==> src/rtl/uart_pkg.sv <==
// Shared types and helpers for the UART transmit arbiter.
// Holds the FSM state encoding, byte width and id-width helper.
package uart_pkg;

    localparam int BYTE_W = 8;

    typedef enum logic [1:0] {
        S_IDLE      = 2'd0,
        S_START     = 2'd1,
        S_WAIT_BUSY = 2'd2,
        S_WAIT_DONE = 2'd3
    } state_t;

    // Index width for n requesters, never below one bit.
    function automatic int id_width(input int n);
        return (n <= 2) ? 1 : $clog2(n);
    endfunction

endpackage

==> src/rtl/rr_pick.sv <==
// Combinational round-robin picker: first request after the last grant,
// wrapping modulo N. Reusable for any shared-resource arbiter.
module rr_pick #(
    parameter int N  = 4,
    parameter int IW = 2
) (
    input  logic [N-1:0]  i_req,
    input  logic [IW-1:0] i_last,
    output logic [N-1:0]  o_gnt,
    output logic [IW-1:0] o_idx,
    output logic          o_any
);

    always_comb begin
        o_gnt = '0;
        o_idx = '0;
        o_any = 1'b0;
        // k=N lands back on i_last itself, so it has lowest priority.
        for (int k = 1; k <= N; k++) begin
            if (!o_any && i_req[(int'(i_last) + k) % N]) begin
                o_any = 1'b1;
                o_gnt[(int'(i_last) + k) % N] = 1'b1;
                o_idx = IW'((int'(i_last) + k) % N);
            end
        end
    end

endmodule

==> src/rtl/uart_tx_arbiter.sv <==
// Shares one UART transmitter between NUM_REQ byte sources using
// round-robin arbitration with packet locking and timeout recovery.
module uart_tx_arbiter
    import uart_pkg::*;
#(
    parameter int  NUM_REQ      = 4,
    parameter int  MAX_BURST    = 16,
    parameter int  LOCK_TIMEOUT = 1024,
    parameter int  BUSY_TIMEOUT = 4,
    localparam int IDW          = id_width(NUM_REQ)
) (
    input  logic                      clk,
    input  logic                      rst,
    input  logic [NUM_REQ-1:0]        req_valid,
    input  logic [BYTE_W*NUM_REQ-1:0] req_data,
    input  logic [NUM_REQ-1:0]        req_last,
    output logic [NUM_REQ-1:0]        req_ready,
    output logic [BYTE_W-1:0]         uart_tx_data,
    output logic                      uart_tx_start,
    input  logic                      uart_tx_busy,
    output logic [IDW-1:0]            grant_id,
    output logic                      locked,
    output logic                      byte_done,
    output logic                      err_timeout
);

    state_t              r_state;
    state_t              w_state_nxt;
    logic [BYTE_W-1:0]   r_tx_data;
    logic                r_tx_start;
    logic                r_locked;
    logic                r_byte_done;
    logic                r_err;
    logic [IDW-1:0]      r_grant;
    logic [7:0]          r_burst;
    logic [15:0]         r_idle;
    logic [3:0]          r_wait;

    logic [NUM_REQ-1:0]  w_owner_oh;
    logic [NUM_REQ-1:0]  w_cand;
    logic [NUM_REQ-1:0]  w_gnt;
    logic [IDW-1:0]      w_idx;
    logic                w_any;
    logic                w_accept;
    logic                w_done;
    logic                w_busy_to;
    logic                w_burst_end;
    logic                w_lock_idle;
    logic                w_lock_to;
    logic [BYTE_W-1:0]   w_sel_data;
    logic                w_sel_last;

    // While locked only the owner is a candidate; the picker wraps to it.
    assign w_owner_oh = NUM_REQ'(1) << r_grant;
    assign w_cand     = r_locked ? (req_valid & w_owner_oh) : req_valid;

    rr_pick #(
        .N  (NUM_REQ),
        .IW (IDW)
    ) u_pick (
        .i_req  (w_cand),
        .i_last (r_grant),
        .o_gnt  (w_gnt),
        .o_idx  (w_idx),
        .o_any  (w_any)
    );

    assign w_sel_data  = req_data[int'(w_idx)*BYTE_W +: BYTE_W];
    assign w_sel_last  = req_last[w_idx];
    assign w_accept    = (r_state == S_IDLE) && !uart_tx_busy && w_any;
    assign req_ready   = w_accept ? w_gnt : '0;
    assign w_done      = (r_state == S_WAIT_DONE) && !uart_tx_busy;
    assign w_busy_to   = (r_state == S_WAIT_BUSY) && !uart_tx_busy
                      && ({1'b0, r_wait} + 5'd1 == 5'(BUSY_TIMEOUT));
    assign w_burst_end = w_sel_last
                      || ({1'b0, r_burst} + 9'd1 == 9'(MAX_BURST));
    assign w_lock_idle = r_locked && (r_state == S_IDLE)
                      && !req_valid[r_grant];
    assign w_lock_to   = w_lock_idle
                      && ({1'b0, r_idle} + 17'd1 == 17'(LOCK_TIMEOUT));

    always_ff @(posedge clk) begin
        if (rst) r_state <= S_IDLE;
        else     r_state <= w_state_nxt;
    end

    always_comb begin
        w_state_nxt = r_state;
        unique case (r_state)
            S_IDLE: begin
                if (w_accept) w_state_nxt = S_START;
            end
            S_START: begin
                w_state_nxt = S_WAIT_BUSY;
            end
            S_WAIT_BUSY: begin
                if (uart_tx_busy)   w_state_nxt = S_WAIT_DONE;
                else if (w_busy_to) w_state_nxt = S_IDLE;
            end
            S_WAIT_DONE: begin
                if (!uart_tx_busy) w_state_nxt = S_IDLE;
            end
            default: w_state_nxt = S_IDLE;
        endcase
    end

    always_ff @(posedge clk) begin
        if (rst) begin
            r_tx_data   <= '0;
            r_tx_start  <= 1'b0;
            r_locked    <= 1'b0;
            r_byte_done <= 1'b0;
            r_err       <= 1'b0;
            r_grant     <= IDW'(NUM_REQ - 1);
            r_burst     <= '0;
            r_idle      <= '0;
            r_wait      <= '0;
        end else begin
            r_tx_start  <= w_accept;
            r_byte_done <= w_done;
            r_err       <= w_busy_to || w_lock_to;

            if (w_accept) begin
                r_tx_data <= w_sel_data;
                r_grant   <= w_idx;
                r_idle    <= '0;
                if (w_burst_end) begin
                    r_locked <= 1'b0;
                    r_burst  <= '0;
                end else begin
                    r_locked <= 1'b1;
                    r_burst  <= r_burst + 8'd1;
                end
            end else if (w_lock_to) begin
                r_locked <= 1'b0;
                r_burst  <= '0;
                r_idle   <= '0;
            end else if (w_lock_idle) begin
                r_idle <= r_idle + 16'd1;
            end else if (!r_locked) begin
                r_idle <= '0;
            end

            // A dropped byte also abandons the packet it belonged to.
            if (w_busy_to) begin
                r_locked <= 1'b0;
                r_burst  <= '0;
            end

            if (r_state == S_START) r_wait <= '0;
            else if (r_state == S_WAIT_BUSY && !uart_tx_busy)
                r_wait <= r_wait + 4'd1;
        end
    end

    assign uart_tx_data  = r_tx_data;
    assign uart_tx_start = r_tx_start;
    assign grant_id      = r_grant;
    assign locked        = r_locked;
    assign byte_done     = r_byte_done;
    assign err_timeout   = r_err;

endmodule
==> config.mk <==
export PLATFORM = sky130hd
export DESIGN_NAME = uart_tx_arbiter
export DESIGN_NICKNAME = d
export VERILOG_FILES = /design/src/rtl/uart_pkg.sv /design/src/rtl/rr_pick.sv /design/src/rtl/uart_tx_arbiter.sv
export SDC_FILE = /design/constraint.sdc
export NUM_CORES = 1
export LEC_CHECK = 0
export ABC_AREA = 1
export CAP_MARGIN = 20
export CORE_MARGIN = 2
export CORE_UTILIZATION = 45
export CTS_CLUSTER_SIZE = 8
export DETAILED_ROUTE_END_ITERATION = 12
export PLACE_DENSITY = 0.77
export SLEW_MARGIN = 20
export SYNTH_ARGS = -nofsm -noshare
export SYNTH_HDL_FRONTEND = slang
export SYNTH_SLANG_ARGS = --single-unit
==> constraint.sdc <==
create_clock -name clk -period 6.2 [get_ports clk]
set_input_delay 1.86 -clock clk [delete_from_list [all_inputs] [get_ports clk]]
set_output_delay 1.86 -clock clk [all_outputs]
set_load 0.02 [all_outputs]
==> results.cfg <==
[sta]
finalWorstSetupSlack_ns = 0.3714
min_period_ns = 5.829
finClkSkew_ns = 0.006112
max_freq_mhz = 171.6
whs_ns = 0.4655
setup_viol = 0
worst_pin_slew_ns = 0.6086
slew_headroom = 0.5930
maxSlewViolCount = 0
hold_viol_final = 0
final.period_utilization = 0.9401
setup_tns_ns = 0
rsz0062_at_grt = false

[cells_and_area]
final_cell_area_um2 = 3966
area_growth_pct = 23.83
final_nets = 587
drive_gt1_frac = 0.09586
fillerInstances = 641
diodes = 0

[critical_path]
cpPeakStageDelay_ns = 0.62
path_buf_inv = 4
end_kind = output pin
critPathLaunch = req_valid[0]
crit_chain = clkdlybuf4s50_1 -> inv_1 -> nor2_1 -> nand2_1 -> nand3_1 -> nand2_2 -> inv_2 -> nor2_4 -> nand3_4 -> nand3_2 -> a21oi_1 -> clkdlybuf4s50_1
cp.required_ns = 4.34
crit_top_cell = clkdlybuf4s50_1
crit_path_max_fanout = 8
r2r-start = grant_id[0]
critPathArrivalTime_ns = 3.97
critical_path.top_delay_family = buffers and inverters
path_class = primary input to output pin
crit_path_start_kind = primary input
cp_slowest_cell = clkdlybuf4s50_1

[yosys]
synth-compound-area-share = 0.1691
synth_warnings = 0
synth_fp_nets = 531
post-synth-top-count-cell = nand2_1
synth.top_cell.area_share = 0.2750
synth_top_family_by_area = simple AND/OR/NAND/NOR gates
synthArstFlopShare = 0
synthAdderAreaFrac = 0.05078
muxShareOfSynthArea = 0
synthDistinctLibCells = 38
synth_area_leader_cell = dfxtp_1
syn_area_um2 = 3203
synth-xor-area-share = 0.05195
synth_edf_count = 0
synthFlopType = dfxtp_1
syn_avg_cell_area_um2 = 6.743
ys_ff_latch = 44
seq_area_frac_synth = 0.2750
synthTopCellsByCount = nand2_1, inv_1, nor2_1
synthTopCellsByArea = dfxtp_1, nand2_1, inv_1, nor2_1, a21oi_1
synth_cells = 475
synth-simple-area-share = 0.3445

[clock_network]
path_clk_slew_ns = 0.09
ctsHoldBuffers = 0
ctsResizeCount = 0
cts-root-buf = clkbuf_8
clkSinkCount = 44
clk_path_buf_depth = 2
cts_buffers = 5
cts_tree = done
h-tree-depth = 2
postCtsSetupRepairBufs = 0
clk-insertion-delay-late_ns = 0.30

[global_route]
grt-ovfl-total = 0
busiest_layer = met2
grt_pass1_vias = 3229
use_met1 = 0.2327
use_met2 = 0.3958
track_usage = 0.2127
grt_max_degree = 32
antenna_found_initial = 0
grt_pass1_wl_um = 13350
met3_usage = 0.06716

[power]
power.switching_mw = 0.9384
pwr-share-comb = 0.653
peakVddDrop_mv = 0.2368
seqPwrFrac = 0.218
power.share.clock = 0.129
internal_power_mw = 0.8652
powerDensity_nw_per_um2 = 454.7
power_leakage_nw = 1.659
p_sw_frac = 0.5203

[detailed_routing]
wl_per_cell_um = 12.06
firstDrtPassIters = 4
drtIter0Drc = 150
detail-route-antenna-nets = 0
routed_wl_um = 7575
via_count = 3192
vias_per_cell = 5.083
drc = 0

[hold_path]
hold_start = r_idle[13]
hold_path_class = flip-flop to flip-flop

[die]
ios = 61
die_h_um = 88.37
die_area_um2 = 7808
start_util = 0.4689
num_rows = 30
core_region_area_um2 = 6832
fp.dieW_um = 88.37

[placed_design]
port_buffers = 60
gp_congestion = 0.8944
dpl_cell_area_um2 = 3845
dp_slack_ns = 0.3634
dp_hpwl_um = 5825

[run_status]
status = completed

[run]
cap_violations = 0
-- tightest hold or removal path, stage by stage, from the launching register on --
cell     delay, ns
dfxtp_1       0.32
nand2_1       0.06
a21oi_1       0.05
-- state kept, by name, summed over array words and instances (netlist names) --
name,count
uart_tx_data,8
r_burst,8
byte_done,1
grant_id,2
uart_tx_start,1
locked,1
err_timeout,1
r_wait,4
r_idle,16
r_state,2
-- cells by family (layout without fill, tap and decap cells) --
family	after synthesis	count (layout)
XOR/XNOR	19	19
AND/OR/NAND/NOR	231	231
AO/OA/AOI/OAI	87	87
flip-flops	44	44
buffers and inverters	81	138
adder cells (fa/ha/maj)	13	13
-- placed cells by master, fill, tap and decap left out, types with 2 or more instances in the layout --
master             n
a21oi_1           36
a21oi_2            6
a31oi_1            3
clkbuf_8           6
clkdlybuf4s50_1   60
dfxtp_1           44
ha_1              13
inv_1             66
inv_2              2
nand2_1          106
nand2_2            6
nand2_4            5
nand3_1           28
nand3_2            4
nand3_4            2
nand3b_1           3
nand4_1           10
nor2_1            49
nor2_2             2
nor2_4             3
nor3_1             5
nor3b_1            2
nor4_1             2
o211ai_1           6
o211ai_2           6
o21ai_0           12
o21ai_1            8
o22ai_1            6
or2_2              3
xnor2_1            6
xor2_1            13
-- path summary, 6_finish.rpt --
check	end	slack, ns	cells after the start
worst max-delay path	req_ready[0]	0.37	12
worst max register to register	r_burst[0]	3.04	15
worst min-delay path	r_idle[13]	0.47	2
worst min register to register	r_idle[13]	0.47	2
-- routing by layer --
layer / vias to the layer above / wire [µm]
met1: 1462 / 3317
li1: 1660 / -
met4: 0 / 72
met2: 64 / 3702
met3: 6 / 483
met5: - / 0
-- power by group through the flow --
stage               Sequential [mW]  Clock, mW  Combinational, mW
floorplan                     0.419          0              0.925
global placement              0.396          0               1.15
detailed placement            0.398          0               1.18
CTS                           0.393      0.241               1.18
global route                  0.402      0.249               1.31
finish                        0.393      0.232               1.18
-- cell type report --
cell class              instances  area, µm²  area share
repair buffers                 61      608.1      0.1533
inverters                      69      261.5     0.06593
well taps                      96      120.1     0.03028
flip-flops and latches         44      880.8      0.2221
clock buffers                   6      82.58     0.02082
multi-input cells             350       1974      0.4978
clock inverters                 2      38.79    0.009779
-- metrics by stage --
stage               instances  total power, mW  utilization
floorplan                 475            1.344            -
global placement          620            1.542       0.5628
detailed placement        620            1.575       0.5628
CTS                       628            1.815       0.5806
finish                    628            1.804       0.5806
global route              628            1.964       0.5806
(Power assumes the default switching activity.)
